File: src/rtl/b16_pkg.sv
// Shared definitions for the b16 memory arbiter: state encoding and gap counter width.
package b16_pkg;

    typedef enum logic [1:0] {
        CPU  = 2'b00,
        HOST = 2'b01,
        DONE = 2'b10
    } arb_state_t;

    localparam int CNT_W = 4;
    localparam logic [CNT_W-1:0] CNT_MAX = {CNT_W{1'b1}};

endpackage

File: src/rtl/b16_mem_arb.sv
// Single-port memory arbiter: the CPU owns every slot, a host request steals one
// slot by freezing the core for that cycle, with a minimum CPU gap between steals.
//
// state | meaning
// ------+------------------------------------------------------------
// CPU   | memory port driven by the core, gap counter running
// HOST  | memory port driven by the latched host command, core frozen
// DONE  | core back on the port, h_ack pulses, gap counter held
module b16_mem_arb
    import b16_pkg::*;
#(
    parameter int l    = 16,
    parameter int cgap = 1
) (
    input  logic         clk,
    input  logic         reset,
    input  logic         run_in,
    output logic         cpu_run,
    input  logic [l-1:0] cpu_addr,
    input  logic         cpu_rd,
    input  logic [1:0]   cpu_wr,
    input  logic [l-1:0] cpu_dout,
    output logic [l-1:0] cpu_din,
    input  logic         h_req,
    input  logic [l-1:0] h_addr,
    input  logic [1:0]   h_we,
    input  logic [l-1:0] h_wdata,
    output logic         h_ack,
    output logic [l-1:0] h_rdata,
    output logic [l-1:0] mem_addr,
    output logic         mem_rd,
    output logic [1:0]   mem_wr,
    output logic [l-1:0] mem_wdata,
    input  logic [l-1:0] mem_rdata
);

    // cgap is compared against cnt+1, which needs one extra bit to hold 16.
    localparam logic [CNT_W:0] CGAP_V = (CNT_W+1)'(cgap);

    arb_state_t       state_q;
    logic [CNT_W-1:0] cnt_q;
    logic [l-1:0]     haddr_q;
    logic [1:0]       hwe_q;
    logic [l-1:0]     hwdata_q;

    logic             in_host;
    logic [CNT_W:0]   cnt_inc;
    logic             grant;

    assign in_host = (state_q == HOST);
    assign cnt_inc = {1'b0, cnt_q} + 1'b1;
    // A halted core does not need its gap protected, so the grant is immediate.
    assign grant   = h_req && ((cnt_inc >= CGAP_V) || !run_in);

    // Memory-port source select: pure 2:1 choice so the CPU path gains no register stage.
    always_comb begin
        cpu_run   = run_in;
        mem_addr  = cpu_addr;
        mem_rd    = cpu_rd;
        mem_wr    = cpu_wr;
        mem_wdata = cpu_dout;
        if (in_host) begin
            cpu_run   = 1'b0;
            mem_addr  = haddr_q;
            mem_rd    = (hwe_q == 2'b00);
            mem_wr    = hwe_q;
            mem_wdata = hwdata_q;
        end
    end

    assign cpu_din = mem_rdata;

    // Arbitration FSM with gap counter, command latch and registered host response.
    always_ff @(posedge clk or posedge reset) begin
        if (reset) begin
            state_q  <= CPU;
            cnt_q    <= '0;
            haddr_q  <= '0;
            hwe_q    <= '0;
            hwdata_q <= '0;
            h_ack    <= 1'b0;
            h_rdata  <= '0;
        end else begin
            h_ack <= 1'b0;
            case (state_q)
                CPU: begin
                    if (grant) begin
                        state_q  <= HOST;
                        cnt_q    <= '0;
                        haddr_q  <= h_addr;
                        hwe_q    <= h_we;
                        hwdata_q <= h_wdata;
                    end else if (cnt_q != CNT_MAX) begin
                        cnt_q <= cnt_q + 1'b1;
                    end
                end
                HOST: begin
                    state_q <= DONE;
                    h_ack   <= 1'b1;
                    if (hwe_q == 2'b00) begin
                        h_rdata <= mem_rdata;
                    end
                end
                DONE: begin
                    // The finished request is still high here, so it must not re-grant.
                    state_q <= CPU;
                end
                default: begin
                    state_q <= CPU;
                end
            endcase
        end
    end

endmodule

File: config.mk
export PLATFORM = sky130hd
export DESIGN_NAME = b16_mem_arb
export DESIGN_NICKNAME = d
export VERILOG_FILES = /design/src/rtl/b16_pkg.sv /design/src/rtl/b16_mem_arb.sv
export SDC_FILE = /design/constraint.sdc
export NUM_CORES = 1
export LEC_CHECK = 0
export BUFFER_PORTS_ARGS = -buffer_cell sky130_fd_sc_hd__buf_2
export CORE_MARGIN = 2
export CORE_UTILIZATION = 40
export CTS_CLUSTER_DIAMETER = 120
export DETAILED_ROUTE_END_ITERATION = 6
export GPL_TIMING_DRIVEN = 0
export PLACE_DENSITY = 0.73
export SETUP_SLACK_MARGIN = 0.5
export SLEW_MARGIN = 40
export SYNTH_ARGS = -nofsm -noshare
export SYNTH_HDL_FRONTEND = slang
export SYNTH_SLANG_ARGS = --single-unit
export TNS_END_PERCENT = 5
File: constraint.sdc
create_clock -name clk -period 5.56 [get_ports clk]
set_input_delay 1.112 -clock clk [delete_from_list [all_inputs] [get_ports clk]]
set_output_delay 1.112 -clock clk [all_outputs]
set_load 0.02 [all_outputs]
; ---- Yosys cells after proc, flatten, opt, wreduce, memory -nomap -nowiden
; Index checks and enable logic that the tools add are counted.
[op_classes]
add_sub_neg = 2
magnitude_cmp = 1
eq_ne = 3
n_mux = 10
n_reduce_logical = 9
[op_table]
columns = operator, n
row1 = $mux W16, 2
row2 = $mux W4, 2
row3 = $reduce_and A2 Y1, 3
row4 = $add A4 B1 Y5 const B, 1
row5 = $ge A5 B1 Y1 const B, 1
row6 = $add A4 B1 Y4 const B, 1
row7 = $logic_not A2 Y1, 2
row8 = $mux W2, 2
row9 = $ne A4 B4 Y1 const B, 1
row10 = $pmux W2 S2, 1
row11 = $mux W1, 3
row12 = $eq A2 B1 Y1 const B, 1
row13 = $ne A2 B2 Y1 const B, 1
row14 = $reduce_bool A2 Y1, 1
row15 = $logic_and A1 B1 Y1, 1
row16 = $logic_not A1 Y1, 1
row17 = $logic_or A1 B1 Y1, 1
[word_totals]
register_bits = 57
input_bits = 89
out_inout_bits = 69
word_cells = 32

; ---- Longest topological paths before layout
[depth]
ltp_word = 6
ltp_mapped = 8
mapped_depth_nobuf = 6

; ---- Worst setup path before layout
; Ideal clock, no wire load.
[synth_path]
path_type = reg2out
start = register state_q[1]
end = output port mem_rd
t_arrival_ns = 1.439
t_required_ns = 4.448
slack_ns = 3.009
stages_incl_launch_ff = 5
path_buffers = 1
cell_sequence = dfrtp_1 nand2b_1 nor3_2 buf_2 a21o_1
[synth_between]
elab_chain_cells = 2
[synth_rtl]
columns = element, line_no
row1 = "start, declared", b16_mem_arb.sv:40  ; arb_state_t state_q;
row2 = "start signal, assigned", b16_mem_arb.sv:76  ; state_q <= CPU;
row3 = "start signal, assigned", b16_mem_arb.sv:88  ; state_q <= HOST;
row4 = "start signal, assigned", b16_mem_arb.sv:98  ; state_q <= DONE;
row5 = $eq A2 B1 Y1, b16_mem_arb.sv:50  ; assign in_host = (state_q == HOST);
row6 = $mux W1, b16_mem_arb.sv:62  ; if (in_host) begin
row7 = "end, declared", b16_mem_arb.sv:31  ; output logic mem_rd,
; Every way passes these cells.

; ---- Worst setup path after layout
[layout_path]
start = register state_q[1]
end = output port mem_wdata[14]
[layout_between]
elab_chain_cells = 2
[layout_rtl]
columns = element, line_no
row1 = $eq A2 B1 Y1, b16_mem_arb.sv:50
row2 = $mux W16, b16_mem_arb.sv:62
row3 = "end, declared", b16_mem_arb.sv:33  ; output logic [l-1:0] mem_wdata,
; Every way passes these cells.

==> flow_summary.ini <==
[clock_tree]
cts.clk_slew.worst_paths_ns = 0.06
cts_root_buf = clkbuf_8
clkSinkCount = 57
cts_resized = 0
cts_hold_buffers = 0
post_cts_buffers = 0
cts_tree = built
h-tree-depth = 3
numCtsBuffers = 9
insertion_delay_ns = 0.32
clockBufferDepth = 2

[floorplan]
core_um2 = 6830
fp-row-count = 30
die_area_um2 = 7750
start_util_pct = 41.4
boundaryPins = 158
fp.dieH_um = 88.0
die_w_um = 88.0

[route]
routed_via_density = 4.54
drt-met1-wl_mm = 2.86
first_pass_iters = 4
wl_per_cell_um = 12.3
top_layer = met4
dr_wl_met3_um = 421
postRouteAntennaNets = 0
drc_errors = 0
drt_first_iter_violations = 79
wl_met2_mm = 3.29
vias = 2450
routed_wl_mm = 6.64

[timing]
worstMarginPinSlew_ns = 0.750
setup_viol = 0
layout_min_cycle_time_ns = 3.39
fmax_mhz = 295
final.period_utilization_pct = 61.0
finalHoldViolations = 0
maxSlewHeadroom_pct = 49.7
slew_viol_final = 0
fin_tns_setup_ns = 0
finalClockSkew_ns = 0.00626
rsz0062_at_grt = false

[global_routing]
grt_pass1_wl_mm = 10.4
track_usage_pct = 17.6
grt_overflow = 0
grt_max_degree = 36
grt_pass1_vias = 2344
antenna_found_initial = 0

[pwr]
powerDensity_nw_per_um2 = 499
ir_drop_mv = 0.224
switching_share_pct = 39.3
switching_power_mw = 0.768
comb_power_share_pct = 46.8
seqPwrFrac_pct = 37.2
power_leakage_nw = 2.12
internal_power_mw = 1.18
p_clk_share_pct = 16.1

[critical_path]
crit_chain = nand2b_1 > clkbuf_1 > clkbuf_1 > nand2_1 > nand2_1 > buf_2
required_ns = 4.45
endpoint_kind = output pin
cp-start-kind = register
crit_buf_inv = 3
cp_slowest_cell = clkbuf_1
critical-path-max-stage-delay_ns = 0.56
cp_max_fo = 10
critical_path_class = reg2out
arrival_ns = 2.28
crit_family = buffers and inverters

[final_layout]
antenna_cells = 0
final_nets = 530
area_growth_pct = 38.4
drive_above_1_share_pct = 55.6
fin_area_um2 = 3910

[yosys]
synth_area_um2 = 2830
synth_flop_cell = dfrtp_1
ys_seq_area_share_pct = 50.5
syn_nets = 361
synth_warnings = 0
netlist_instances = 270
synth_edf_count = 0
async_flop_share_pct = 100
synth_cell_types = 28
yosys_register_bits = 57
synth_area_per_cell_um2 = 10.5

[placement]
place_hpwl_mm = 4.99
placedInstanceArea_um2 = 3750
io_buffers = 157
gp_congestion = 0.771

[run_status]
status = completed

[run]
drv_cap = 0

[hold_path]
hp-class = reg2reg
[worst register-to-register path, cell delays in order (launching register included)]
cell and delay, ns:
dfrtp_1 0.43, inv_1 0.09, ha_1 0.31, nand4bb_1 0.22
a2111oi_2 0.51, nor4b_4 0.11, buf_6 0.17, buf_6 0.16
mux2_4 0.30
[power groups by stage]
stage	clock (mW)	sequential, mW	combinational, mW
floorplan	0	0.787	0.578
global placement	0	0.721	0.905
detailed placement	0	0.733	0.925
CTS	0.326	0.728	0.930
global route	0.348	0.753	0.996
finish	0.313	0.726	0.913
[stage by stage]
| stage | total power [mW] | util (%) | hold slack, ns | std cells | worst slack [ns] |
|---|---|---|---|---|---|
| after global routing | 2.10 | 57.2 | 0.520 | 540 | 1.95 |
| after CTS | 1.98 | 57.2 | 0.504 | 540 | 2.10 |
| after floorplan | 1.36 | - | 0.480 | 270 | 3.01 |
| after global placement | 1.63 | 54.6 | 0.484 | 523 | 2.30 |
| final | 1.95 | 57.2 | 0.500 | 540 | 2.17 |
| after detailed placement | 1.66 | 54.9 | 0.489 | 524 | 2.47 |
[synthesized netlist by cell type (2+ instances only)]
cell type	n	area [µm²]
ha_1	2	25.0
and2_1	2	12.5
mux2_4	5	75.1
nand2_1	109	409
buf_6	2	22.5
clkbuf_1	7	26.3
inv_1	4	15.0
mux2_2	45	507
dfrtp_1	57	1430
o22ai_1	2	12.5
buf_4	18	135
[kinds of logic (layout without fill, tap and decap cells)]
kind of cell	Yosys count	after routing	synth area share (%)
AO/OA/AOI/OAI	8	8	2.66
flip-flops	57	57	50.5
buffers and inverters	33	207	7.35
multiplexers	50	50	20.6
adder cells (fa/ha/maj)	2	2	0.886
XOR/XNOR	2	2	0.620
AND/OR/NAND/NOR	118	118	17.4
[cell usage in the layout (no fill, tap or decap)]
cell type  Yosys  routed
nand4bb_1      1       1
a21o_1         1       1
clkinv_1       1       1
nor4b_4        1       1
nand3_1        1       1
buf_12         0       1
a311o_1        1       1
or3_1          1       1
o21ai_0        1       1
clkbuf_1       7      10
buf_6          2       2
dfrtp_1       57      57
nand2_1      109     109
o22ai_1        2       2
xor2_1         1       1
clkbuf_8       0       9
a311oi_1       1       1
nor3_2         1       1
ha_1           2       2
buf_4         18      18
inv_1          4       3
buf_2          1     158
and2_1         2       2
xnor2_1        1       1
inv_4          0       1
mux2_2        45      45
nand2b_1       1       1
mux2_4         5       5
a2111oi_2      1       1
and2b_1        1       1
o32ai_2        1       1
clkinv_2       0       4
[metal layers]
layer / GRT usage [%] / vias up
met5: 0 / -
met4: 6.61 / 0
met3: 5.00 / 8
met2: 30.6 / 98
met1: 20.5 / 1142
li1: - / 1202
[cell type report]
class                      instances  area [µm²]
fill                             656        2920
sequential                        57        1430
multi-input combinational        180        1190
timing repair buffer             158         806
buffer                            28         189
clock buffer                      12         135
tap                               96         120
inverter                           5        21.3
clock inverter                     4        20.0
[path summary, 6_finish.rpt]
| kind | start | end | slack, ns | cells past startpoint |
|---|---|---|---|---|
| worst max-delay path | state_q[1] | mem_wdata[14] | 2.17 | 6 |
| worst min-delay path | h_rdata[2] | h_rdata[2] | 0.50 | 1 |
| worst max register to register | cnt_q[0] | haddr_q[11] | 3.16 | 8 |
| worst min register to register | h_rdata[2] | h_rdata[2] | 0.50 | 1 |
| max in group asynchronous | reset | hwdata_q[0] | 4.34 | 3 |
| min in group asynchronous | reset | h_rdata[9] | 0.74 | 2 |
[state kept, by name, summed over array words and instances (netlist names)]
| name | count |
|---|---|
| cnt_q | 4 |
| h_ack | 1 |
| h_rdata | 16 |
| haddr_q | 16 |
| hwdata_q | 16 |
| hwe_q | 2 |
| state_q | 2 |
Note: power is estimated with default switching activity, not from simulation.
